--- config.mk ---
export PLATFORM = sky130hd
export DESIGN_NAME = csr_timer_bank
export DESIGN_NICKNAME = d
export VERILOG_FILES = /design/src/rtl/csr_timer_bank.sv
export SDC_FILE = /design/constraint.sdc
export NUM_CORES = 1
export LEC_CHECK = 0
export CELL_PAD_IN_SITES_DETAIL_PLACEMENT = 0
export CELL_PAD_IN_SITES_GLOBAL_PLACEMENT = 1
export CORE_ASPECT_RATIO = 1.25
export CORE_MARGIN = 3
export CORE_UTILIZATION = 47
export CTS_BUF_LIST = sky130_fd_sc_hd__clkbuf_8
export CTS_CLUSTER_DIAMETER = 40
export DETAILED_ROUTE_END_ITERATION = 12
export HOLD_SLACK_MARGIN = 0.1
export PLACE_DENSITY = 0.92
export REMOVE_ABC_BUFFERS = 1
export SLEW_MARGIN = 20
export SYNTH_ARGS = -nofsm -noshare
export SYNTH_HDL_FRONTEND = slang
export SYNTH_SLANG_ARGS = --single-unit
export TNS_END_PERCENT = 50
--- constraint.sdc ---
create_clock -name clk -period 4.9 [get_ports clk]
set_clock_uncertainty 0.05 [all_clocks]
set_input_delay 0.735 -clock clk [delete_from_list [all_inputs] [get_ports clk]]
set_output_delay 0.735 -clock clk [all_outputs]
set_load 0.01 [all_outputs]
--- src/rtl/csr_timer_bank.sv ---
`default_nettype none
// ============================================================================
// Module   : csr_timer_bank
// Brief    : NUM_TIMERS countdown timers with TCFG/TVAL/TICLR/TID state, a
//            free-running stable counter, a freeze control and a lowest-index
//            interrupt summary.
// Revision : 1.0
// ============================================================================
module csr_timer_bank #(
  parameter int NUM_TIMERS   = 2,
  parameter int CNT_WIDTH    = 32,
  parameter int STABLE_WIDTH = 64,
  parameter int TID_BASE     = 0,
  localparam int SEL_W       = (NUM_TIMERS > 1) ? $clog2(NUM_TIMERS) : 1
) (
  input  logic                    clk,
  input  logic                    rst,
  input  logic                    wen_i,
  input  logic [SEL_W-1:0]        timer_sel_i,
  input  logic [1:0]              reg_sel_i,
  input  logic [CNT_WIDTH-1:0]    wdata_i,
  output logic [CNT_WIDTH-1:0]    rdata_o,
  input  logic                    freeze_i,
  output logic [NUM_TIMERS-1:0]   irq_pending_o,
  output logic                    irq_any_o,
  output logic [SEL_W-1:0]        irq_id_o,
  output logic [STABLE_WIDTH-1:0] stable_cnt_o
);

  localparam logic [1:0] c_REG_TCFG  = 2'd0;
  localparam logic [1:0] c_REG_TVAL  = 2'd1;
  localparam logic [1:0] c_REG_TICLR = 2'd2;
  localparam logic [1:0] c_REG_TID   = 2'd3;

  logic [NUM_TIMERS-1:0][CNT_WIDTH-1:0] tcfg_q, tcfg_d;
  logic [NUM_TIMERS-1:0][CNT_WIDTH-1:0] tval_q, tval_d;
  logic [NUM_TIMERS-1:0][CNT_WIDTH-1:0] tid_q, tid_d;
  logic [NUM_TIMERS-1:0]                en_q, en_d;
  logic [NUM_TIMERS-1:0]                pend_q, pend_d;
  logic [STABLE_WIDTH-1:0]              stable_q, stable_d;

  logic [NUM_TIMERS-1:0] cfg_wr;
  logic [NUM_TIMERS-1:0] clr_wr;
  logic [NUM_TIMERS-1:0] tid_wr;
  logic [NUM_TIMERS-1:0] run;

  // Out-of-range timer_sel values never match any index, so such writes drop.
  always_comb begin
    cfg_wr = '0;
    clr_wr = '0;
    tid_wr = '0;
    run    = '0;
    for (int i = 0; i < NUM_TIMERS; i++) begin
      cfg_wr[i] = wen_i && (timer_sel_i == SEL_W'(i)) && (reg_sel_i == c_REG_TCFG);
      clr_wr[i] = wen_i && (timer_sel_i == SEL_W'(i)) && (reg_sel_i == c_REG_TICLR)
                  && wdata_i[0];
      tid_wr[i] = wen_i && (timer_sel_i == SEL_W'(i)) && (reg_sel_i == c_REG_TID);
      run[i]    = en_q[i] && !freeze_i && !cfg_wr[i];
    end
  end

  always_comb begin
    tcfg_d   = tcfg_q;
    tval_d   = tval_q;
    tid_d    = tid_q;
    en_d     = en_q;
    pend_d   = pend_q;
    stable_d = freeze_i ? stable_q : stable_q + STABLE_WIDTH'(1);
    for (int i = 0; i < NUM_TIMERS; i++) begin
      if (clr_wr[i]) begin
        pend_d[i] = 1'b0;
      end
      if (cfg_wr[i]) begin
        tcfg_d[i] = wdata_i;
        en_d[i]   = wdata_i[0];
        tval_d[i] = {wdata_i[CNT_WIDTH-1:2], 2'b00};
      end else if (run[i]) begin
        if (tval_q[i] != '0) begin
          tval_d[i] = tval_q[i] - CNT_WIDTH'(1);
        end else begin
          // Expiry is applied after the clear so a coincident TICLR cannot lose it.
          pend_d[i] = 1'b1;
          if (tcfg_q[i][1]) begin
            tval_d[i] = {tcfg_q[i][CNT_WIDTH-1:2], 2'b00};
          end else begin
            tval_d[i] = '1;
            en_d[i]   = 1'b0;
          end
        end
      end
      if (tid_wr[i]) begin
        tid_d[i] = wdata_i;
      end
    end
  end

  always_ff @(posedge clk) begin
    if (rst) begin
      tcfg_q   <= '0;
      tval_q   <= '0;
      en_q     <= '0;
      pend_q   <= '0;
      stable_q <= '0;
      for (int i = 0; i < NUM_TIMERS; i++) begin
        tid_q[i] <= CNT_WIDTH'(TID_BASE + i);
      end
    end else begin
      tcfg_q   <= tcfg_d;
      tval_q   <= tval_d;
      tid_q    <= tid_d;
      en_q     <= en_d;
      pend_q   <= pend_d;
      stable_q <= stable_d;
    end
  end

  always_comb begin
    rdata_o = '0;
    for (int i = 0; i < NUM_TIMERS; i++) begin
      if (timer_sel_i == SEL_W'(i)) begin
        case (reg_sel_i)
          c_REG_TCFG:  rdata_o = tcfg_q[i];
          c_REG_TVAL:  rdata_o = tval_q[i];
          c_REG_TID:   rdata_o = tid_q[i];
          default:     rdata_o = '0;
        endcase
      end
    end
  end

  always_comb begin
    irq_id_o = '0;
    for (int i = NUM_TIMERS - 1; i >= 0; i--) begin
      if (pend_q[i]) begin
        irq_id_o = SEL_W'(i);
      end
    end
  end

  assign irq_pending_o = pend_q;
  assign irq_any_o     = |pend_q;
  assign stable_cnt_o  = stable_q;

endmodule
`default_nettype wire
### Yosys cells after proc, flatten, opt, wreduce, memory -nomap -nowiden

Cells that the tools add are included.

| word-level totals | value |
|---|---|
| output and inout bits | 100 |
| bits in latches | 0 |
| bits in read-only memories | 0 |
| input bits | 39 |
| word-level logic and storage cells | 79 |
| RAM bits | 0 |
| register bits after elaboration | 260 |
| memories kept | 0 |

| operators by class | value |
|---|---|
| divide/modulo/power cells | 0 |
| $add $sub $neg | 3 |
| reductions and logical operators | 27 |
| bitwise operators | 1 |
| $lt $le $gt $ge | 0 |
| muxes and demuxes | 29 |
| shift-type cells | 0 |
| multiply operators | 0 |
| equal/unequal tests | 7 |

Operator list:

| kind | count |
|---|---|
| 32-bit two-way mux | 9 |
| 32-bit case mux with 3 select lines | 2 |
| 64-bit by 1-bit adder with 64-bit output (second input constant) | 1 |
| 32-bit nonzero test | 2 |
| 32-bit by 1-bit subtractor with 32-bit output (second input constant) | 2 |
| 1-bit two-way mux | 18 |
| 1-bit logical AND | 14 |
| 3-bit AND reduction | 2 |
| 2-bit OR reduction | 3 |
| 2-bit == test (second input constant) | 2 |
| 2-bit by 1-bit inequality test with 1-bit output (second input constant) | 2 |
| 2-bit inequality test (second input constant) | 2 |
| 2-bit nonzero test | 2 |
| 1-bit logical NOT | 3 |
| 2-bit by 1-bit == test with 1-bit output (second input constant) | 1 |
| 2-bit logical NOT | 1 |
| 1-bit NOT | 1 |

### Depth between registers and ports, before layout

Gate-level depths: netlist (run 1).

| logic depth | value |
|---|---|
| word-level depth | 8 |
| mapped depth | 9 |
| gate-level depth less buffers | 7 |

### Worst setup path after synthesis (run 1)

OpenSTA, ideal clock, no wires.

| timing path | value |
|---|---|
| path kind | input -> output |
| start point | input reg_sel_i[1] |
| end point | output rdata_o[10] |
| setup slack | 2.029 ns |
| stages on the path | 6 |
| buffers on the path | 2 |
| required time | 4.115 ns |
| arrival | 2.086 ns |
| cells stage by stage | clkbuf_1 > clkbuf_1 > mux2_2 > a22o_1 > a21oi_1 > a21oi_1 |

| on the way | value |
|---|---|
| longest elaborated chain between the ends | 3 |
| elaborated cells between the ends (all ways) | 6 |
| classes of those cells | eq/ne (2); mux (3); reduce/logical (1) |

Ends and longest elaborated chain:

| element | line | RTL |
|---|---|---|
| from (decl) | 20 | `input logic [1:0] reg_sel_i,` |
| 2-bit == test, or another cell as far along | 121 | `case (reg_sel_i)` |
| 32-bit case mux with 3 select lines | 121 |  |
| 32-bit two-way mux * | 120 | `if (timer_sel_i == SEL_W'(i)) begin` |
| to (decl) | 22 | `output logic [CNT_WIDTH-1:0] rdata_o,` |

Every way passes the cells marked *; elsewhere a longest branch is shown, timed or not.

### Worst setup path after layout (run 1)

| timing path | value |
|---|---|
| start point | input reg_sel_i[0] |
| end point | output rdata_o[26] |

Same word-level chain as after synthesis.

==> summary.md, run 1 <==
| Metric | Value |
|---|---|
| Number of global-route vias before repair | `13.8k` |
| CP Launch Type | `primary input` |
| CTS tree | `done` |
| Synth Warn # | `0` |
| Mapped Area | `14200 um2` |
| Nets | `1961` |
| Fmax | `261 MHz` |
| Full die area | `32400 um2` |
| Max-slew headroom | `31.9%` |
| RSZ-0062 raised after global routing | `no` |
| Setup TNS Final | `0 ns` |
| Clock latency on the worst-skew pair | `0.59 ns` |
| Final Cycle Share | `78.1%` |
| Commonest non-fill, non-tap cell in the layout | `nand2_1` |
| Final Max Tran Viols | `0` |
| CORE AREA | `29500 um2` |
| Cts bufs inserted | `47` |
| GP Congestion | `0.940` |
| DPL Wire Length | `31800 um` |
| Max-cap violations | `0` |
| Final WL | `47400 um` |
| Detailed Route Iter0 Violations | `1572` |
| Fillers | `2794` |
| All-Layer GR Usage | `28.2%` |
| Worst hold path type | `reg2reg` |
| Setup slack, reg-to-reg | `1.77 ns` |
| Syn Inst Count | `1860` |
| Die Width | `162 um` |
| # setup viols final | `0` |
| Post-synth top area cell | `dfxtp_1` |
| Worst hold path depth | `2` |
| Min Tclk post-route | `3.83 ns` |
| DR pass1 iterations | `5` |
| Fin cells | `2352` |
| Area grow syn2layout | `17.9%` |
| Layout cells sized above 1 | `9.30%` |
| Post-CTS Resized | `0` |
| # clock sinks | `260` |
| Placed cell count | `2264` |
| Critical Path AT | `3.04 ns` |
| Yosys top cell area share | `36.6%` |
| CP Class | `in2out` |
| Worst Tran Pin Value | `1.01 ns` |
| Vias after detailed routing | `14.7k` |
| Initial antenna violation count | `0` |
| Sequential share of the synthesized area | `36.6%` |
| Clock transition at path regs | `0.06 ns` |
| Slowest cell on the critical path | `clkdlybuf4s50_1` |
| Die height | `200 um` |
| Wirelength per Cell | `20.1 um` |
| Distinct cells, synth | `76` |
| FF-to-FF End | `tval_q[41]$_SDFFE_PP0P_` |
| Crit Path Max Fanout | `59` |
| CP Capture Type | `primary output` |
| Worst-case reg-to-reg path depth | `8` |
| VDD IR max | `0.000202 V` |
| Vias/cell | `6.23` |
| Postcts setup bufs | `0` |
| Root Driver | `clkbuf_8` |
| Global-route wire length before repair | `75400 um` |
| HP Start | `tid_q[27]$_SDFFE_PP0P_` |
| Ports | `139` |
| FFs w/ async S/R, synth | `0%` |
| Max Buffers Root-to-Sink | `3` |
| Leak pwr | `5.70 nW` |
| # hold bufs at CTS | `0` |
| Worst slack, placed | `1.10 ns` |
| Post-synth EDFFs | `0` |
| H-tree depth | `2` |
| Critical R2R Launch | `tval_q[33]$_SDFFE_PP0P_` |
| # diodes | `0` |
| PortBufs | `138` |
| Crit-path cells | `buf_4 -> nor2_2 -> buf_4 -> a22o_1 -> a21oi_1 -> a21oi_1 -> clkdlybuf4s50_1` |
| Area contributors post-synth | `dfxtp_1 (37%), nand2_1 (8.4%), a21oi_1 (8.3%)` |
| CP peak stage delay | `0.56 ns` |
| Commonest cells after routing, fill and taps aside | `nand2_1 (318), dfxtp_1 (260), a21oi_1 (237)` |
| Worst Hold Path EP | `tid_q[27]$_SDFFE_PP0P_` |
| Final hold violations | `0` |
| Yosys reg bits | `260` |
| Dominant synthesized flop cell | `dfxtp_1` |
| Cell Pwr Density | `325 nW/um2` |
| Initial cell density of the core | `48.2%` |
| CP required | `4.12 ns` |
| DRC | `0` |
| Site Rows | `70` |
| Post-route setup slack | `1.07 ns` |
| Global route total overflow | `0` |
| Pin count of the biggest net entering global routing | `173` |
| Antenna-violating nets left | `0` |
| Hold WS | `0.399 ns` |
| Status | `finished, final reports clean` |
| Syn_area_per_cell | `7.64 um2` |
logic make-up (layout without fill, tap and decap cells):
logic type / after synthesis / count (layout) / share of synthesized area, %
adder cells (fa/ha/maj): 5 / 5 / 0.440
AO/OA/AOI/OAI: 542 / 542 / 23.9
buffers and inverters: 170 / 266 / 4.94
XOR/XNOR: 60 / 60 / 3.70
multiplexers: 32 / 32 / 2.51
flip-flops: 260 / 260 / 36.6
AND/OR/NAND/NOR: 791 / 791 / 27.9
flip-flops by register name (all words and copies together), names as in the netlist:
| signal | count |
|---|---|
| en_q | 2 |
| irq_pending_o | 2 |
| stable_cnt_o | 64 |
| tcfg_q | 64 |
| tid_q | 64 |
| tval_q | 64 |
how the worst max path moves through the flow:
stage / start / endpoint / slack (ns) / cells after the start
after floorplan: reg_sel_i[0] / tval_q[29]$_SDFFE_PP0P_ / -0.54 / 5
after global placement: reg_sel_i[0] / rdata_o[26] / 1.11 / 7
after CTS: reg_sel_i[0] / rdata_o[26] / 1.10 / 7
final: reg_sel_i[0] / rdata_o[26] / 1.07 / 7
after detailed placement: reg_sel_i[0] / rdata_o[26] / 1.10 / 7
after global routing: reg_sel_i[0] / rdata_o[26] / 0.95 / 7
metal layers:
metal / vias up / global-route usage, % / part of all wire [%]
met3: 113 / 4.17 / 6.8
li1: 6908 / - / -
met1: 6988 / 35.8 / 41
met5: - / 0 / 0
met2: 648 / 48.5 / 49
met4: 0 / 10.2 / 3.1
synth_stat cells (all sizes together) (4+ instances only):
master	n
xor2	24
nor2	134
nand4b	8
a21oi	237
a22o	32
nand2	318
a211oi	7
or4b	5
nand4	37
a31o	7
a221oi	4
clkbuf	128
or3	25
o21a	5
inv	14
ha	5
nand2b	6
nor4	42
o32ai	41
nor4b	5
o31ai	12
o22ai	40
nor3	76
mux2	29
nor2b	6
a21boi	50
o21ai	70
nor3b	26
buf	27
and3	10
nand3	45
or4	19
xnor2	36
and4	13
or2	7
o31a	9
dfxtp	260
o41ai	5
power breakdown:
group          switching (W)  internal [W]  leakage, nW
Combinational       0.000612      0.000342         3.02
Clock               0.000980       0.00130        0.576
Sequential         0.0000592       0.00216         2.10
Total                0.00165       0.00380         5.70
stage by stage:
stage          utilization [%]  power [W]  cell area [um2]
2_1_floorplan                -    0.00280            13600
4_1_cts                   56.8    0.00547            16800
3_3_place_gp              53.2    0.00319            15700
3_5_place_dp              53.2    0.00320            15700
6_report                  56.8    0.00545            16800
5_1_grt                   56.8    0.00567            16800
worst max-delay path: cells and delay by family:
kind	cells	cell delay [ns]
AO/OA/AOI/OAI	3	0.48
buffers and inverters	3	1.24
AND/OR/NAND/NOR	1	0.55
layout make-up:
class / count / area (um2) / area share [%]
Timing Repair Buffer: 163 / 1590 / 9.47
Inverter: 15 / 56.3 / 0.336
Clock buffer: 62 / 853 / 5.09
Clock inverter: 26 / 213 / 1.27
Multi-Input combinational cell: 1430 / 8360 / 49.8
Sequential cell: 260 / 5200 / 31.0
Tap cell: 396 / 495 / 2.95
Note: power is estimated with default switching activity, not from simulation.
==> inputs of run 2 (changes only) <==
- CORE_UTILIZATION: 47 -> 44
- PLACE_DENSITY: 0.92 -> 0.88
- clock period: 4.9 -> 3.89 ns (I/O delays scaled with it)
==> summary.md, run 2 (same netlist as run 1, synthesis figures left out) <==
| Metric | Value |
|---|---|
| Fmax | `302 MHz` |
| CP required | `3.26 ns` |
| Worst slack, placed | `0.571 ns` |
| Slowest cell on the critical path | `clkdlybuf4s50_1` |
| Postcts setup bufs | `0` |
| RSZ-0062 raised after global routing | `no` |
| # diodes | `0` |
| Worst-case reg-to-reg path depth | `6` |
| Setup crit end | `rdata_o[21]` |
| Layout cells sized above 1 | `9.06%` |
| CORE AREA | `31400 um2` |
| Post-CTS Resized | `0` |
| Final Cycle Share | `85.2%` |
| Critical Path AT | `2.68 ns` |
| All-Layer GR Usage | `27.7%` |
| Hold WS | `0.402 ns` |
| GP Congestion | `0.947` |
| Ports | `139` |
| Full die area | `34500 um2` |
| Leak pwr | `5.73 nW` |
| Area grow syn2layout | `17.8%` |
| Setup TNS Final | `0 ns` |
| Root Driver | `clkbuf_8` |
| Vias/cell | `6.19` |
| CP peak stage delay | `0.59 ns` |
| Status | `finished, final reports clean` |
| Number of global-route vias before repair | `13.7k` |
| Nets | `1975` |
| CP Class | `in2out` |
| Setup slack, reg-to-reg | `1.00 ns` |
| Reg area | `5200 um2` |
| Vias after detailed routing | `14.7k` |
| FF-to-FF End | `tval_q[4]$_SDFFE_PP0P_` |
| CP Launch Type | `primary input` |
| # hold bufs at CTS | `0` |
| Worst path bufs/invs | `3` |
| Critical R2R Launch | `tval_q[24]$_SDFFE_PP0P_` |
| Max Buffers Root-to-Sink | `3` |
| Clock latency on the worst-skew pair | `0.58 ns` |
| Initial cell density of the core | `45.2%` |
| Post-route setup slack | `0.577 ns` |
| Crit Path Max Fanout | `32` |
| CP top delay family | `buffers and inverters` |
| Cell Pwr Density | `398 nW/um2` |
| Fin cells | `2371` |
| Min Tclk post-route | `3.31 ns` |
| Worst setup path start | `reg_sel_i[1]` |
| Cell mode on critical path | `a21oi_1` |
| CP Capture Type | `primary output` |
| Cts bufs inserted | `46` |
| PortBufs | `138` |
| Initial antenna violation count | `0` |
| Global-route wire length before repair | `77700 um` |
| Final hold violations | `0` |
| Worst Tran Pin Value | `1.12 ns` |
| Clock transition at path regs | `0.06 ns` |
| Die height | `207 um` |
| Max-cap violations | `0` |
| # clock sinks | `260` |
| CTS tree | `done` |
| Final WL | `49800 um` |
| Fillers | `3053` |
| Site Rows | `72` |
| Final Max Tran Viols | `0` |
| # setup viols final | `0` |
| Max-slew headroom | `24.9%` |
| Detailed Route Iter0 Violations | `1400` |
| Commonest non-fill, non-tap cell in the layout | `nand2_1` |
| VDD IR max | `0.000271 V` |
| Placed cell count | `2290` |
| Crit-path cells | `buf_2 -> nand2b_1 -> buf_4 -> o22ai_1 -> nor2_1 -> a21oi_1 -> a21oi_1 -> clkdlybuf4s50_1` |
| Stages on worst setup path | `8` |
| Die Width | `167 um` |
| Worst hold path type | `reg2reg` |
| Multi-input gate area | `8340 um2` |
| Antenna-violating nets left | `0` |
| DR pass1 iterations | `5` |
| DRC | `0` |
| HP Start | `tid_q[14]$_SDFFE_PP0P_` |
| Commonest cells after routing, fill and taps aside | `nand2_1 (318), dfxtp_1 (260), a21oi_1 (237)` |
| H-tree depth | `2` |
| DPL Wire Length | `33800 um` |
| Wirelength per Cell | `21.0 um` |
| Pin count of the biggest net entering global routing | `92` |
| Global route total overflow | `0` |
[run 2: cell types whose count changed in the layout (fill, tap and decap cells not counted), sizes merged]
| cell | before | now |
|---|---|---|
| inv | 24 | 31 |
| clkinv | 10 | 5 |
| clkinvlp | 4 | 3 |
| clkbuf | 63 | 55 |
| buf | 28 | 43 |
[run 2: power by group]
part           switching [W]  leakage [nW]  internal [W]
combinational       0.000781          3.09      0.000443
clock                0.00118         0.537       0.00146
sequential         0.0000782          2.10       0.00272
[run 2: how the worst min path moves through the flow]
stage	endpoint	slack [ns]	depth (start not counted)
after floorplan	tid_q[34]$_SDFFE_PP0P_	0.38	2
after global routing	tid_q[7]$_SDFFE_PP0P_	0.42	2
final	tid_q[14]$_SDFFE_PP0P_	0.40	2
after CTS	tid_q[28]$_SDFFE_PP0P_	0.40	2
after global placement	tid_q[54]$_SDFFE_PP0P_	0.39	2
after detailed placement	tid_q[28]$_SDFFE_PP0P_	0.39	2
[run 2: cell type report]
class                   count  area share (%)
flip-flops and latches    260            31.1
clock buffers              54            4.44
multi-input cells        1430            49.8
repair buffers            178            10.1
well taps                 407            3.04
clock inverters            27            1.19
inverters                  15           0.336
[run 2: through the flow]
step	area (um2)	power, W	util [%]
2_1_floorplan	13600	0.00352	-
3_3_place_gp	15800	0.00405	50.3
3_5_place_dp	15800	0.00405	50.3
4_1_cts	16800	0.00668	53.3
5_1_grt	16800	0.00693	53.3
6_report	16800	0.00666	53.3
[run 2: worst min-delay path, cell delays in order, from the launching register on]
cell	delay (ns)
dfxtp_1	0.30
nand2_1	0.05
a21oi_1	0.05
[run 2: routing by layer]
metal | vias up | share of wire (%) | track usage [%]
met5 | - | 0 | 0
li1 | 6934 | - | -
met2 | 636 | 48 | 47.2
met3 | 128 | 7.2 | 4.40
met4 | 0 | 3.9 | 11.8
met1 | 6971 | 41 | 35.0
